`src/rtl/fetch_unit.sv`:
```
// Fetch stage: owns the PC and the instruction RAM read path, and sequences BOOT/RUN/HALT.
// Optional FETCH_RETIRE_COUNT_EN adds a counter of issued instructions.
module fetch_unit #(
    parameter logic [15:0] PC_RESET = 16'h0000,
    parameter logic [15:0] NOP_WORD = 16'h0000,
    parameter logic [15:0] STP_WORD = 16'hF800
) (
    input  logic        clk,
    input  logic        reset,
    input  logic        stall,
    input  logic        resume,
    input  logic        cnt_en,
    input  logic        pc_sload,
    input  logic [15:0] new_pc,
    input  logic [15:0] instr_out1,
    input  logic [15:0] instr_out2,
    output logic [15:0] pc,
    output logic [15:0] instr,
    output logic [15:0] N,
`ifdef FETCH_RETIRE_COUNT_EN
    output logic [15:0] retire_count,
`endif
    output logic        issue_valid,
    output logic        halted
);

    typedef enum logic [1:0] {
        BOOT = 2'd0,
        RUN  = 2'd1,
        HALT = 2'd2
    } state_t;

    state_t      state_q, state_d;
    logic [15:0] pc_q, pc_d;
    logic [15:0] hold_instr_q, hold_instr_d;
    logic [15:0] hold_n_q, hold_n_d;
    logic        stall_q;
    logic [15:0] pc_dec;

    // PC as the decoder requests it; sload beats increment
    always_comb begin
        pc_dec = pc_q;
        if (pc_sload) begin
            pc_dec = new_pc;
        end else if (cnt_en) begin
            pc_dec = pc_q + 16'd1;
        end
    end

    always_comb begin
        state_d      = state_q;
        pc_d         = pc_q;
        hold_instr_d = hold_instr_q;
        hold_n_d     = hold_n_q;
        instr        = NOP_WORD;
        N            = 16'h0000;
        issue_valid  = 1'b0;
        halted       = 1'b0;
        unique case (state_q)
            BOOT: begin
                if (!stall) begin
                    pc_d    = pc_dec;
                    state_d = RUN;
                end
            end
            RUN: begin
                if (stall) begin
                    if (!stall_q) begin
                        hold_instr_d = instr_out1;
                        hold_n_d     = instr_out2;
                        instr        = instr_out1;
                        N            = instr_out2;
                    end else begin
                        instr = hold_instr_q;
                        N     = hold_n_q;
                    end
                end else begin
                    instr       = instr_out1;
                    N           = instr_out2;
                    issue_valid = 1'b1;
                    pc_d        = pc_dec;
                    if (instr_out1[15:11] == 5'b11111) begin
                        state_d = HALT;
                    end
                end
            end
            HALT: begin
                instr  = STP_WORD;
                halted = 1'b1;
                if (resume) begin
                    state_d = BOOT;
                end
            end
            default: begin
                state_d = BOOT;
            end
        endcase
    end

    always_ff @(posedge clk or posedge reset) begin
        if (reset) begin
            state_q      <= BOOT;
            pc_q         <= PC_RESET;
            hold_instr_q <= 16'h0000;
            hold_n_q     <= 16'h0000;
            stall_q      <= 1'b0;
        end else begin
            state_q      <= state_d;
            pc_q         <= pc_d;
            hold_instr_q <= hold_instr_d;
            hold_n_q     <= hold_n_d;
            stall_q      <= stall;
        end
    end

    assign pc = pc_q;

`ifdef FETCH_RETIRE_COUNT_EN
    logic [15:0] retire_q, retire_d;

    always_comb begin
        retire_d = retire_q;
        if (issue_valid) begin
            retire_d = retire_q + 16'd1;
        end
    end

    always_ff @(posedge clk or posedge reset) begin
        if (reset) begin
            retire_q <= 16'h0000;
        end else begin
            retire_q <= retire_d;
        end
    end

    assign retire_count = retire_q;
`endif

endmodule
```
`config.mk`:
```
export PLATFORM = sky130hd
export DESIGN_NAME = fetch_unit
export DESIGN_NICKNAME = d
export VERILOG_FILES = /design/src/rtl/fetch_unit.sv
export SDC_FILE = /design/constraint.sdc
export NUM_CORES = 1
export LEC_CHECK = 0
export BUFFER_PORTS_ARGS = -buffer_cell sky130_fd_sc_hd__buf_2
export CORE_MARGIN = 5
export CORE_UTILIZATION = 50
export DETAILED_ROUTE_END_ITERATION = 10
export PLACE_DENSITY = 0.85
export SLEW_MARGIN = 40
export SYNTH_ARGS = -nofsm -noshare
export SYNTH_HDL_FRONTEND = slang
export SYNTH_SLANG_ARGS = --single-unit
```
`constraint.sdc`:
```
create_clock -name clk -period 1.96 [get_ports clk]
set_input_delay 0.196 -clock clk [delete_from_list [all_inputs] [get_ports clk]]
set_output_delay 0.196 -clock clk [all_outputs]
set_load 0.05 [all_outputs]
```
Word level (Yosys, flattened, before mapping):

Index checks and enable logic that the tools add are counted.
W data, S select, Z words.

* bits in registers: 51
* bits of input ports: 54
* output and inout port bits: 50
* word-level logic and storage cells: 36

* $add $sub $neg: 1
* equality and inequality tests: 7
* multiplexer cells: 16
* bitwise operators: 1
* reduce and logical (&&, ||, !) cells: 6

Operators by type and width (count)
* $mux W16: 7
* $pmux W16 S2: 1
* $add A16 B1 Y16 const B: 1
* $mux W2: 4
* $ne A2 B2 Y1 const B: 4
* $pmux W2 S3: 1
* $eq A5 B5 Y1 const B: 1
* $reduce_and A4 Y1: 1
* $mux W1: 3
* $reduce_and A3 Y1: 1
* $eq A2 B1 Y1 const B: 1
* $eq A2 B2 Y1 const B: 1
* $logic_not A2 Y1: 1
* $reduce_and A2 Y1: 1
* $reduce_bool A2 Y1: 1
* $reduce_or A2 Y1: 1
* $not A1 Y1: 1

Logic depth before layout (Yosys ltp):

Gate-level depths: netlist of run 1.

* depth in word-level cells: 4
* mapped depth: 8
* depth with buffers taken out: 6

Worst setup path before layout of run 1:

No wires, ideal clock.

* kind: input -> output
* from: input stall
* to: output N[10]
* data arrival time: 2.212 ns
* path slack: -0.448 ns
* stages on the path: 7
* path buffers: 4
* cell sequence: buf_2 > and2_1 > clkbuf_1 > buf_2 > buf_2 > nand2_1 > a21boi_0

* word-level cells in the longest chain between the ends: 2

Ends and longest elaborated chain
* start: declaration: line 10 `input logic stall,`
* $mux W16: line 67 `if (stall) begin`
* $mux W16: line 59 `unique case (state_q)`
* end: declaration: line 19 `output logic [15:0] N,`

Every way passes these cells.

Worst setup path in the final report of run 1:

* from: register state_q[1]
* to: output instr[10]

* word-level cells in the longest chain between the ends: 2

Ends and longest elaborated chain
* start: declaration: line 33 `state_t state_q, state_d;`
* start signal: assignment: line 108 `state_q <= state_d;`
* $eq A2 B2 Y1 or $eq A2 B1 Y1 (tied branches): line 59
* $pmux W16 S2 (*): line 59
* end: declaration: line 18 `output logic [15:0] instr,`

Mark *: on every way between the ends. The rest lies on a longest branch, timed or not.

==> results_dict.tcl, run 1 <==
set metrics [dict create \
    status "complete, no violations" \
    antenna_found_initial 0 \
    grt_pass1_wl_mm 13.2 \
    hold_path_class "input pin to register" \
    ys_ff_latch 51 \
    fin_area_sq_mm 0.00388 \
    synth_area_sq_mm 0.00299 \
    critical_path.slowest_cell "dfrtp_1" \
    avgViaCountPerCell 5.70 \
    drive_gt1_frac 0.464 \
    die_w_um 87.3 \
    critPathTopFamily "flip-flops" \
    cts_tree "yes" \
    hold_viol 0 \
    worst_clock_skew_ns 0.0133 \
    cts.clk_slew.worst_paths_ns 0.09 \
    final_cell_mix "buf_2, nand2_1, dfrtp_1" \
    numClockSinks 51 \
    wl_mm 8.15 \
    arrival_ns 1.72 \
    final_nets 484 \
    drt_iter0_drc 112 \
    critical_path.endpoint_type "output port" \
    power_density_mw_per_mm2 1630 \
    design.portCount 104 \
    grt_max_degree 30 \
    cp_num_buf_inv 2 \
    start_kind "register" \
    layout_commonest_cell "buf_2" \
    syn-num-nets 381 \
    maxSlewHeadroom 0.632 \
    port-buffer-count 103 \
    placed_cell_area_sq_mm 0.00369 \
    numCtsBuffers 5 \
    cap_viol_max_count 0 \
    fillers 479 \
    path_cells "inv_2 -> ha_2 -> nand2_4 -> a21oi_1 -> buf_4" \
    cts-root-buf "clkbuf_8" \
    cp_max_fo 10 \
    path_class "register to output port" \
    yosysWarningCount 0 \
    dr.pass1.iters 4 \
    gp_congestion 0.829 \
    finalPower_mw 6.33 \
    diodes 0 \
    timing.final.max_slew_violations 0 \
    die_h_um 87.3 \
    clockBufferDepth 2 \
    fin_crit_sh 0.980 \
    grt-ovfl-total 0 \
    synth_cells 321 \
    grt_usage 0.216 \
    place_ws_ns 0.0770 \
    worst_pin_slew_ns 0.551 \
    grt_setup_unrepaired "true" \
    yosysSeqAreaShare 0.427 \
    core_area_sq_mm 0.00585 \
    syn_area_per_cell_sq_um 9.32 \
    dieArea_sq_mm 0.00763 \
    finalSetupViolCount 0 \
    wl_per_cell_um 16.3 \
    num_vias 2852 \
    p_leak_nw 1.81 \
    min_period_ns 1.92 \
    htree_levels 2 \
    ant_nets 0 \
    max_freq_ghz 0.521 \
    drc 0 \
    fin_util 0.663 \
    fin_ws_ns 0.0396 \
    worstPathRequired_ns 1.76 \
    clk_latency_ns 0.30 \
    rows 28 \
    cp_slowest_stage_delay_ns 0.40 \
    place_hpwl_mm 5.90 \
    vdd_drop_max_uv 1090 \
    grt_pass1_vias 2907 \
    area.growth.synth_to_final_pct 29.7 \
    start_util 0.511 \
    synth_cell_types 40 \
]
worst register-to-register path: cells and delay by family, from the launching register on:
family	cells	cell delay (ns)
AO/OA/AOI/OAI	3	0.45
flip-flops	1	0.39
multiplexers	1	0.37
buffers and inverters	2	0.31
adder cells (fa/ha/maj)	1	0.17
layout make-up:
cell class,count,area (sq um),share of cell area
clock inverter,2,35.0,0.00903
timing repair buffer,116,666,0.172
inverter,8,30.0,0.00774
tap,75,93.8,0.0242
sequential,51,1280,0.330
multi-input combinational,242,1690,0.437
clock buffer,6,82.6,0.0213
kinds of logic after synthesis:
kind of cell / Yosys count / share of synthesized area
adders and majority gates: 6 / 0.0251
and+or+nand+nor: 114 / 0.184
DFF: 51 / 0.427
buffers and inverters: 28 / 0.0393
muxes: 41 / 0.154
AOI/OAI and AO/OA: 81 / 0.172
sequential cells by signal, summed over array words and instances, names as in the netlist:
register,count
hold_instr_q,16
stall_q,1
state_q,2
hold_n_q,16
pc,16
report_power, final:
group / internal (mW) / switching (mW) / leakage, nW
Clock: 0.414 / 0.348 / 0.0612
Combinational: 1.22 / 2.34 / 1.14
Sequential: 1.57 / 0.434 / 0.604
cell usage after synthesis:
library cell	n	area share
nand2_1	66	0.083
dfrtp_1	51	0.43
mux2_2	39	0.15
a21oi_1	25	0.042
a21boi_0	17	0.043
o21ai_0	15	0.025
buf_2	10	0.017
clkbuf_1	10	0.013
inv_1	8	0.010
nand3_1	8	0.013
nor2_1	7	0.0088
nor2b_1	7	0.015
ha_1	6	0.025
nor4_1	6	0.013
nand4_1	4	0.0084
nor3_1	4	0.0067
o22ai_1	4	0.0084
a22oi_1	3	0.0075
a2bb2oi_1	3	0.0088
a31oi_1	3	0.0063
a21oi_2	2	0.0059
mux2i_1	2	0.0067
o21bai_1	2	0.0050
o311ai_0	2	0.0059
or4_4	2	0.0075
a211oi_1	1	0.0025
and2_1	1	0.0021
and3_1	1	0.0021
and4_1	1	0.0029
and4b_1	1	0.0033
nand3_4	1	0.0059
nand3b_1	1	0.0025
nor3b_1	1	0.0025
nor4b_1	1	0.0029
o211ai_1	1	0.0025
o21ba_2	1	0.0033
o2bb2ai_1	1	0.0029
o32ai_1	1	0.0029
or3_1	1	0.0021
or4_1	1	0.0025
per-stage QoR:
stage,hold slack [ns],instances,setup TNS [ns]
after floorplan,0.227,321,-2.52
after global placement,0.281,490,0
after detailed placement,0.296,490,0
after CTS,0.0956,500,0
after global routing,0.0984,500,-0.0491
final,0.109,500,0
worst paths after layout:
kind / slack, ns / cells after the start / to / startpoint
max in group asynchronous: 0.93 / 4 / hold_n_q[7] / reset
worst min register to register: 0.51 / 1 / hold_n_q[7] / hold_n_q[7]
worst max register to register: 0.15 / 7 / state_q[1] / state_q[0]
min in group asynchronous: 0.49 / 3 / pc[8] / reset
worst min-delay path: 0.11 / 1 / stall_q / stall
worst max-delay path: 0.04 / 5 / instr[10] / state_q[1]
repair_timing:
action | CTS | global route
resized for setup | 15 | 3
hold endpoints to repair | 23 | 0
buffers inserted | 1 | 0
setup endpoints to repair | 33 | 22
hold buffers | 1 | 0
gates cloned | 0 | 0
metal layers:
layer  global-route usage  part of all wire  vias to the layer above
met5                    0                 0                        -
met4               0.0879             0.028                        0
met3               0.0482             0.072                       23
met2                0.361              0.51                      118
met1                0.268              0.39                     1355
li1                     -                 -                     1356
Note: power is estimated with default switching activity, not from simulation.
==> run 2, diff against run 1 <==
--- a/config.mk
+++ b/config.mk
@@ -10,6 +10,7 @@
 export CORE_UTILIZATION = 50
 export DETAILED_ROUTE_END_ITERATION = 10
 export PLACE_DENSITY = 0.85
+export REMOVE_ABC_BUFFERS = 1
 export SLEW_MARGIN = 40
 export SYNTH_ARGS = -nofsm -noshare
 export SYNTH_HDL_FRONTEND = slang
==> run 2 against run 1 <==
  * Combinational power grew 5%
  * Die area unchanged
  * Via count is 0.88% higher
  * Hold slack lost 0.013 ns
  * Sequential share of layout area down 0.26 points
  * Largest cell class unchanged
  * Largest power group unchanged
==> results_dict.tcl, run 2 (synthesized netlist as in run 1, its figures left out) <==
set metrics [dict create \
    worstPathRequired_ns 1.76 \
    timing.final.max_slew_violations 0 \
    grt_pass1_vias 2805 \
    start_kind "register" \
    path_class "register to output port" \
    htree_levels 2 \
    core_area_sq_mm 0.00585 \
    hold_ws_ns 0.0964 \
    avgViaCountPerCell 5.70 \
    clk_latency_ns 0.31 \
    cp_slowest_stage_delay_ns 0.41 \
    maxSlewHeadroom 0.660 \
    cts_tree "yes" \
    drive_gt1_frac 0.421 \
    fin_crit_sh 0.993 \
    hold_viol 0 \
    vdd_drop_max_uv 994 \
    start_util 0.511 \
    numClockSinks 51 \
    cts-root-buf "clkbuf_8" \
    diodes 0 \
    grt-ovfl-total 0 \
    arrival_ns 1.75 \
    layout_commonest_cell "buf_2" \
    fin_util 0.667 \
    area.growth.synth_to_final_pct 30.5 \
    grt_usage 0.207 \
    drc 0 \
    cp_max_fo 7 \
    wl_per_cell_um 15.4 \
    dieArea_sq_mm 0.00763 \
    fillers 464 \
    max_freq_ghz 0.514 \
    hold_path_class "input pin to register" \
    die_h_um 87.3 \
    p_leak_nw 1.81 \
    grt_max_degree 33 \
    drt_iter0_drc 130 \
    path_cells "inv_1 -> ha_1 -> a21oi_1 -> nor2b_1 -> buf_2" \
    ant_nets 0 \
    finalSetupViolCount 0 \
    critical_path.endpoint_type "output port" \
    final_nets 489 \
    clockBufferDepth 2 \
    wl_mm 7.75 \
    design.portCount 104 \
    cts.clk_slew.worst_paths_ns 0.10 \
    min_period_ns 1.95 \
    grt_pass1_wl_mm 12.8 \
    gp_congestion 0.892 \
    critical_path.slowest_cell "dfrtp_1" \
    status "complete, no violations" \
    numCtsBuffers 5 \
    cap_viol_max_count 0 \
    final_cell_mix "buf_2, nand2_1, dfrtp_1" \
    dr.pass1.iters 4 \
    num_vias 2877 \
    antenna_found_initial 0 \
    rows 28 \
    place_hpwl_mm 5.50 \
    worst_pin_slew_ns 0.509 \
    die_w_um 87.3 \
    port-buffer-count 103 \
    worst_clock_skew_ns 0.00679 \
    power_density_mw_per_mm2 1620 \
]
-- run 2: changes by cell type in the layout (fill, tap and decap cells not counted), moves of 5 or more --
cell,change
a21boi_0,+9
buf_4,+16
buf_2,-16
nor2b_1,+5
a21boi_2,-16
nor2b_2,-5
a21boi_1,+7
-- run 2: stage by stage --
| step | setup TNS, ns | instances | instance area [sq um] | power [mW] | worst slack, ns |
|---|---|---|---|---|---|
| after global placement | 0 | 492 | 3650 | 5.29 | 0.126 |
| final | 0 | 505 | 3900 | 6.31 | 0.0145 |
| after floorplan | -32.05 | 301 | 2900 | 4.46 | -0.534 |
| after CTS | 0 | 503 | 3850 | 6.18 | 0.0329 |
| after global routing | -0.0696 | 505 | 3900 | 6.69 | -0.0658 |
| after detailed placement | -0.0316 | 492 | 3650 | 5.40 | -0.0316 |
-- run 2: cell type report --
cell class / count / area [sq um] / area share
inverters: 8 / 30.0 / 0.00769
well taps: 75 / 93.8 / 0.0240
multi-input cells: 242 / 1640 / 0.420
clock inverters: 3 / 20.0 / 0.00513
flip-flops and latches: 51 / 1280 / 0.327
clock buffers: 5 / 68.8 / 0.0176
repair buffers: 121 / 776 / 0.199
-- run 2: where the power goes --
part | internal [mW] | total [mW] | switching (mW)
Clock | 0.249 | 0.607 | 0.358
Sequential | 1.56 | 1.96 | 0.392
Combinational | 1.35 | 3.74 | 2.39
-- run 2: path summary, 6_finish.rpt --
path,start,depth (start not counted),slack (ns),end
max in group asynchronous,reset,4,0.96,hold_n_q[0]
setup / recovery,state_q[0],5,0.01,instr[15]
hold / removal,stall,1,0.1,stall_q
setup reg to reg,pc[0],5,0.14,pc[14]
hold reg to reg,hold_n_q[7],1,0.51,hold_n_q[7]
min in group asynchronous,reset,3,0.47,pc[14]
-- run 2: repair_timing --
item                                   4_1_cts  5_1_grt
setup endpoints to repair                   31       30
resized for setup                           32       15
hold buffers                                 1        0
pin swaps                                    1        1
endpoints found under the hold margin       22        0
setup buffers                                2        2
-- run 2: critical path: cells and delay by family, from the launching register on --
kind | cells | cell delay (ns)
buffers and inverters | 2 | 0.46
flip-flops | 1 | 0.41
adder cells (fa/ha/maj) | 1 | 0.34
AND/OR/NAND/NOR | 1 | 0.15
AO/OA/AOI/OAI | 1 | 0.09
-- run 2: layer usage --
layer / share of wire / track usage / vias to the layer above / routed length [um]
met3: 0.096 / 0.0558 / 13 / 745
met1: 0.41 / 0.264 / 1376 / 3150
met2: 0.48 / 0.344 / 133 / 3730
met4: 0.017 / 0.0586 / 0 / 129
met5: 0 / 0 / - / 0
li1: - / - / 1355 / -
